[src/rtl/ga_irqgen_plus.sv]
// Gate-array interrupt generator: periodic line interrupt with VSYNC resync,
// raster-line compare interrupt, and HSYNC/VSYNC output shaping.
module ga_irqgen_plus #(
  parameter int LINE_PERIOD = 52,
  parameter int CNT_W       = 6,
  parameter int VS_DELAY    = 2,
  parameter int HS_DELAY    = 2,
  parameter int HS_MAX      = 4,
  parameter int PRI_W       = 8
) (
  input  logic             clk_16,
  input  logic             reset,
  input  logic             cclk_en,
  input  logic             hsync_i,
  input  logic             vsync_i,
  input  logic             irq_ack,
  input  logic             irq_clr,
  input  logic             pri_en,
  input  logic [PRI_W-1:0] pri_line,
  output logic             int_n,
  output logic             irq_src,
  output logic             hsync_o,
  output logic             vsync_o,
  output logic [CNT_W-1:0] line_cnt,
  output logic [PRI_W-1:0] raster_line
);

  localparam int VD_W  = $clog2(VS_DELAY + 2);
  localparam int HC_MX = (HS_DELAY > HS_MAX) ? HS_DELAY : HS_MAX;
  localparam int HC_W  = $clog2(HC_MX + 2);

  typedef enum logic [1:0] {HS_IDLE, HS_DLY, HS_ON} hs_state_t;

  logic             hs_s, vs_s;
  logic             hs_rise, hs_end, vs_rise;
  logic             pp, rp, vd_act;
  logic [VD_W-1:0]  vd;
  logic             pp_n, rp_n, va_n;
  logic [VD_W-1:0]  vd_n;
  logic [CNT_W-1:0] lc_n, lc_inc;
  logic [PRI_W-1:0] rl_n;
  logic             ack_pp, ack_rp;
  hs_state_t        hs_st;
  logic [HC_W-1:0]  hcnt, hc_inc;

  assign hs_rise = cclk_en & ~hs_s & hsync_i;
  assign hs_end  = cclk_en & hs_s & ~hsync_i;
  assign vs_rise = cclk_en & ~vs_s & vsync_i;
  assign vsync_o = vs_s;
  assign irq_src = rp;
  assign lc_inc  = line_cnt + 1'b1;
  assign hc_inc  = hcnt + 1'b1;
  assign ack_rp  = irq_ack & rp;
  assign ack_pp  = irq_ack & ~rp & pp;

  always_ff @(posedge clk_16) begin
    if (reset) begin
      hs_s <= 1'b0;
      vs_s <= 1'b0;
    end else if (cclk_en) begin
      hs_s <= hsync_i;
      vs_s <= vsync_i;
    end
  end

  // Priority low to high: ack clears, hs_end counting/sets, vsync load, irq_clr.
  always_comb begin
    lc_n = line_cnt;
    rl_n = raster_line;
    pp_n = pp & ~ack_pp;
    rp_n = rp & ~ack_rp;
    vd_n = vd;
    va_n = vd_act;
    if (hs_end) begin
      if (lc_inc == CNT_W'(LINE_PERIOD)) begin
        lc_n = '0;
        if (!pri_en) pp_n = 1'b1;
      end else begin
        lc_n = lc_inc;
      end
      if (pri_en && pri_line != '0 && raster_line == pri_line) rp_n = 1'b1;
      if (raster_line != '1) rl_n = raster_line + 1'b1;
    end
    if (ack_pp) lc_n[CNT_W-1] = 1'b0;
    if (hs_end && vd_act && !vs_rise) begin
      if (vd <= VD_W'(1)) begin
        lc_n = '0;
        vd_n = '0;
        va_n = 1'b0;
        if (line_cnt[CNT_W-1] && !pri_en) pp_n = 1'b1;
      end else begin
        vd_n = vd - 1'b1;
      end
    end
    if (vs_rise) begin
      rl_n = '0;
      vd_n = VD_W'(VS_DELAY);
      va_n = 1'b1;
    end
    if (irq_clr) begin
      lc_n = '0;
      pp_n = 1'b0;
      rp_n = 1'b0;
    end
  end

  always_ff @(posedge clk_16) begin
    if (reset) begin
      line_cnt    <= '0;
      raster_line <= '0;
      pp          <= 1'b0;
      rp          <= 1'b0;
      vd          <= '0;
      vd_act      <= 1'b0;
      int_n       <= 1'b1;
    end else begin
      line_cnt    <= lc_n;
      raster_line <= rl_n;
      pp          <= pp_n;
      rp          <= rp_n;
      vd          <= vd_n;
      vd_act      <= va_n;
      int_n       <= ~(pp | rp);
    end
  end

  // hcnt counts cclk_en ticks within the delay and the high phase.
  always_ff @(posedge clk_16) begin
    if (reset) begin
      hs_st   <= HS_IDLE;
      hcnt    <= '0;
      hsync_o <= 1'b0;
    end else if (cclk_en) begin
      case (hs_st)
        HS_IDLE: begin
          if (hs_rise) begin
            hcnt <= '0;
            if (HS_DELAY == 0) begin
              hs_st   <= HS_ON;
              hsync_o <= 1'b1;
            end else begin
              hs_st <= HS_DLY;
            end
          end
        end
        HS_DLY: begin
          if (hs_end) begin
            hs_st <= HS_IDLE;
            hcnt  <= '0;
          end else if (hc_inc == HC_W'(HS_DELAY)) begin
            hs_st   <= HS_ON;
            hsync_o <= 1'b1;
            hcnt    <= '0;
          end else begin
            hcnt <= hc_inc;
          end
        end
        HS_ON: begin
          if (hs_end || hc_inc == HC_W'(HS_MAX)) begin
            hs_st   <= HS_IDLE;
            hsync_o <= 1'b0;
            hcnt    <= '0;
          end else begin
            hcnt <= hc_inc;
          end
        end
        default: begin
          hs_st   <= HS_IDLE;
          hsync_o <= 1'b0;
          hcnt    <= '0;
        end
      endcase
    end
  end

endmodule

[config.mk]
export PLATFORM = sky130hd
export DESIGN_NAME = ga_irqgen_plus
export DESIGN_NICKNAME = d
export VERILOG_FILES = /design/src/rtl/ga_irqgen_plus.sv
export SDC_FILE = /design/constraint.sdc
export NUM_CORES = 1
export LEC_CHECK = 0
export CAP_MARGIN = 20
export CORE_UTILIZATION = 46
export CTS_BUF_LIST = sky130_fd_sc_hd__clkbuf_16
export CTS_CLUSTER_SIZE = 16
export DETAILED_ROUTE_END_ITERATION = 16
export GPL_TIMING_DRIVEN = 0
export PLACE_DENSITY = 0.84
export SYNTH_ARGS = -nofsm -noshare
export SYNTH_HDL_FRONTEND = slang
export SYNTH_SLANG_ARGS = --single-unit
[constraint.sdc]
create_clock -name clk_16 -period 1.8 [get_ports clk_16]
set_clock_uncertainty 0.05 [all_clocks]
set_input_delay 0.36 -clock clk_16 [delete_from_list [all_inputs] [get_ports clk_16]]
set_output_delay 0.36 -clock clk_16 [all_outputs]
set_load 0.05 [all_outputs]
# == Word-level counts from Yosys, hierarchy flattened ==
# Index checks and enable logic that the tools add are counted.
# word_totals
regBits,28
latch_bits,0
ram_bits,0
rom_bits,0
out_inout_bits,18
wordCells,102
memories,0
# classes
add_sub_neg,4
mul,0
n_div,0
n_lt_le_gt_ge,1
eq_ne,12
n_shift,0
mux,33
n_bitwise,20
n_reduce_logical,19
# op_table
cell,n
$mux 6,4
$mux 1,15
$mux 2,7
$mux 3,4
$and 1x1->1,11
$pmux 3 s3,1
$add 8x1->8 const B,1
$eq 8x8->1,1
$ne 2x2->1 const B,4
$ne 8x8->1 const B,1
$not 1->1,8
$reduce_bool 8->1,1
$add 6x1->6 const B,1
$eq 6x6->1 const B,1
$pmux 2 s3,1
$reduce_and 2->1,3
$logic_and 1x1->1,5
$reduce_and 5->1,1
$reduce_and 4->1,1
$reduce_bool 2->1,2
$reduce_or 2->1,2
$add 3x1->3 const B,1
$eq 3x2->1 const B,1
$eq 3x3->1 const B,1
other kinds (10),11

# == Depth between registers and ports, before layout ==
# Gate-level depths: netlist of the first run.
# depth
ltp_word,11
depth_mapped,6
ltp_nobuf,6

# == Worst setup path after synthesis of the first run ==
# Ideal clock, no wire load.
# synth_path
kind,reg-to-reg
startpoint,reg line_cnt[0]
endpoint,reg line_cnt[5]
setup_ps,95
t_arrival_ps,1826
required_ps,1655
path_slack_ps,-171
stages_incl_launch_ff,6
period_less_slack_ps,1971
cell_sequence,dfxtp_1 -> ha_1 -> xor2_1 -> a2111oi_0 -> o21ai_0 -> a221oi_1
# synth_between
elab_chain_cells,7
# synth_rtl
item,line,rtl
"start, declared",24,"output logic [CNT_W-1:0] line_cnt,"
"start signal, assigned",117,line_cnt <= lc_n;
$add 6x1->6 (*),51,assign lc_inc = line_cnt + 1'b1;
$eq 6x6->1,75,if (lc_inc == CNT_W'(LINE_PERIOD)) begin
$mux 6 (*),75,
$mux 6 (*),74,if (hs_end) begin
$mux 1 (*),84,if (ack_pp) lc_n[CNT_W-1] = 1'b0;
$mux 6,86,if (vd <= VD_W'(1)) begin
$mux 6 (*),85,if (hs_end && vd_act && !vs_rise) begin
# Mark *: on every way between the ends. The rest lies on a longest branch, timed or not.
# A chain may end at the register's enable or synchronous reset.

# == Worst setup path in the final report of the first run ==
# layout_path
startpoint,in hsync_i
endpoint,reg raster_line[6]
# layout_between
elab_chain_cells,3
# layout_rtl
item,line,rtl
"start, declared",14,"input logic hsync_i,"
$not 1->1,47,assign hs_end = cclk_en & hs_s & ~hsync_i;
$and 1x1->1,47,
$reduce_and 2->1 (no line),--,
"end signal, assigned",118,raster_line <= rl_n;
"end, declared",25,output logic [PRI_W-1:0] raster_line
# No other way between the ends.

==> impl_metrics.py, run 1 <==
metrics = {
    "outcome": {
        "status": "completed",
    },
    "die": {
        "ios": 34,
        "die_w_um": 61.7,
        "start_util_pct": 48.7,
        "core_area_mm2": 0.00336,
        "fp.dieH_um": 61.7,
        "num_rows": 21,
        "dieArea_mm2": 0.00380,
    },
    "sta": {
        "setup_tns_ns": 0,
        "worst_pin_slew_ns": 0.472,
        "fmax_ghz": 0.577,
        "setup_violations": 0,
        "fin_ws_ns": 0.0677,
        "rsz0062_at_grt": "true",
        "fin_crit_ns": 1.73,
        "drv_slew": 0,
        "hold_violations": 0,
        "maxSlewHeadroom_pct": 67.7,
        "finalCritPeriodShare_pct": 96.2,
    },
    "placement": {
        "routabilityCongestion": 0.843,
        "place_ws_ns": -0.328,
        "dp_cells": 263,
        "dp_hpwl_um": 2590,
        "port_buffers": 32,
    },
    "worst_setup_path": {
        "rr_endpoint": "pp",
        "arrival_ns": 1.82,
        "path_class": "primary input to flip-flop",
        "cp-end-kind": "flip-flop",
        "critical-path-slowest-cell": "clkdlybuf4s50_1",
        "required_ns": 1.89,
        "max_stage_delay_ns": 0.46,
        "ff2ff_setup_slack_ns": 0.08,
        "path_cells": "clkdlybuf4s50_1, and3b_2, clkbuf_4, o21ai_1, o31ai_1, a21oi_1",
        "r2r_start": "line_cnt[0]",
        "worstRegToRegCells": 5,
        "cp-start-kind": "primary input",
        "cp_max_fo": 10,
    },
    "pwr": {
        "p_per_area_mw_per_mm2": 624,
        "max-vdd-ir-drop_uv": 458,
        "p_leak_nw": 0.878,
    },
    "cts": {
        "h-tree-depth": 1,
        "numCtsBuffers": 3,
        "clock_latency_ns": 0.26,
        "clk_path_buf_depth": 2,
        "root_buffer": "clkbuf_16",
        "clk_pin_slew_worst_paths_ns": 0.07,
        "tritoncts": "done",
        "cts.sinks": 28,
    },
    "synth": {
        "yosysWarnings": 0,
        "synth-main-ff-cell": "dfxtp_1",
        "syn-num-nets": 210,
        "synth_edf_count": 0,
        "yosysUniqueCellTypes": 43,
        "ys_ff_latch": 28,
        "async_flop_share_pct": 0,
        "syn_inst": 185,
        "syn_area_per_cell_um2": 8.85,
        "seq_area_frac_synth_pct": 34.2,
        "syn_area_mm2": 0.00164,
    },
    "drt": {
        "vias_per_cell": 5.53,
        "ant_nets": 0,
        "drtPass1Iterations": 4,
        "drt-total-wl_um": 3670,
        "wl_per_cell_um": 13.7,
        "drc": 0,
        "vias": 1482,
        "drt_iter0_drc": 95,
    },
    "global_routing": {
        "grt_pass1_wl_um": 5630,
        "antenna_found_initial": 0,
        "grt_pass1_vias": 1257,
        "globalRouteOverflowTotal": 0,
        "grt_max_degree": 16,
        "grtUsageTotal_pct": 19.9,
    },
    "layout": {
        "area_growth_syn_to_layout_pct": 30.7,
        "finalNonFillerCells": 268,
        "drive_gt1_share_pct": 12.2,
        "nets": 248,
        "diodes": 0,
    },
    "worst_hold_path": {
        "min_from": "cclk_en",
        "hold_class": "primary input to flip-flop",
        "whs_endpoint": "hs_s",
        "min_delay_path_depth": 3,
    },
    "run": {
        "cap_viol_max_count": 0,
    },
}
[area by class of cell]
type	count	area [µm²]
fill	300	1220
multi-input combinational	142	1040
sequential	28	571
timing repair buffer	34	317
clock buffer	3	75.1
tap	46	57.6
buffer	4	42.5
inverter	10	37.5
clock inverter	1	3.75
[cells in the final DEF (no fill, tap or decap), types with 5 or more instances in the layout]
cell / instances
mux2i_1: 5
nand3_1: 6
nor2_1: 14
dfxtp_2: 8
dfxtp_1: 20
dlygate4sd2_1: 17
xor2_1: 13
inv_1: 10
ha_1: 8
xnor2_1: 5
clkdlybuf4s50_1: 14
o21ai_0: 5
nand3b_1: 6
nand2_1: 12
a21oi_1: 8
[per-stage QoR]
stage	power, mW	hold slack, ns	util [%]	area [µm²]
after floorplan	0.762	0.370	-	1650
after global placement	0.827	0.385	60.2	2020
after detailed placement	0.829	0.391	60.2	2020
after CTS	1.33	0.366	62.2	2090
final	1.34	0.369	63.7	2140
after global routing	1.38	0.386	63.7	2140
[cells in the mapped netlist (2+ instances only)]
master | count | area share [%]
a2111oi_0 | 2 | 1.1
a211oi_1 | 3 | 1.4
a21oi_1 | 9 | 2.7
and2_1 | 2 | 0.76
and3_1 | 3 | 1.1
buf_2 | 2 | 0.61
clkbuf_8 | 2 | 1.7
dfxtp_1 | 28 | 34
ha_1 | 9 | 6.9
inv_1 | 10 | 2.3
mux2i_1 | 5 | 3.1
nand2_1 | 12 | 2.7
nand2b_1 | 4 | 1.5
nand3_1 | 6 | 1.8
nand3b_1 | 6 | 2.7
nand4_1 | 3 | 1.1
nand4b_1 | 2 | 1.1
nor2_1 | 14 | 3.2
nor2b_1 | 3 | 1.1
nor3_1 | 4 | 1.2
nor4_1 | 3 | 1.1
o2111ai_1 | 3 | 1.6
o211ai_1 | 3 | 1.4
o21ai_0 | 8 | 2.4
o31ai_1 | 2 | 0.92
or4_1 | 3 | 1.4
xnor2_1 | 5 | 2.7
xor2_1 | 14 | 7.5
[repair_timing]
item / 4_1_cts / 5_1_grt
pin swaps: 1 / 2
endpoints found under the setup margin: 20 / 9
hold buffers: 0 / 0
gates resized for setup: 20 / 15
setup buffers: 0 / 2
[layer usage]
metal	up-vias	GRT usage, %	part of all wire (%)
met3	6	3.78	3.9
met2	38	30.3	46
li1	742	-	-
met4	0	5.08	1.0
met5	-	0	0
met1	696	28.8	49
[registers in the layout (all words and copies together) (netlist names)]
register,cells
hsync_o,1
hcnt,3
hs_s,1
pp,1
line_cnt,6
raster_line,8
hs_st,2
vd_act,1
int_n,1
vd,2
irq_src,1
vsync_o,1
[worst max-delay path: cells and delay by family]
kind                   cells  cell delay (ns)
AOI/OAI and AO/OA          3             0.47
buffers and inverters      2             0.69
and+or+nand+nor            1             0.31
[worst max path at each step]
stage,startpoint,to,slack [ns],cells past startpoint
4_1_cts,hcnt[0],hsync_o,0.0003,5
3_3_place_gp,hsync_i,raster_line[6],-0.32,6
6_report,hsync_i,raster_line[6],0.07,6
3_5_place_dp,hsync_i,raster_line[6],-0.33,6
2_1_floorplan,raster_line[5],raster_line[1],0.03,4
5_1_grt,hsync_i,irq_src,-0.02,6
[logic make-up after synthesis]
group           count (synthesis)  share of synthesized area (%)
mux                             5                           3.06
fa+ha+maj                       9                           6.88
simple gates                   71                           25.1
xor+xnor                       19                           10.2
flops                          28                           34.2
compound gates                 38                           15.8
buf+inv                        15                           4.81
[power breakdown]
part	total (mW)	switching (mW)	internal (mW)
clock	0.508	0.210	0.298
sequential	0.643	0.0113	0.631
combinational	0.186	0.101	0.0853
total	1.34	0.322	1.01
(Power assumes the default switching activity.)
==> run 2, diff against run 1 <==
--- a/config.mk
+++ b/config.mk
@@ -12,6 +12,7 @@
 export DETAILED_ROUTE_END_ITERATION = 16
 export GPL_TIMING_DRIVEN = 0
 export PLACE_DENSITY = 0.84
+export SLEW_MARGIN = 20
 export SYNTH_ARGS = -nofsm -noshare
 export SYNTH_HDL_FRONTEND = slang
 export SYNTH_SLANG_ARGS = --single-unit
==> results of run 2 <==
No change in the layout: final DEF, timing and power equal those of run 1.
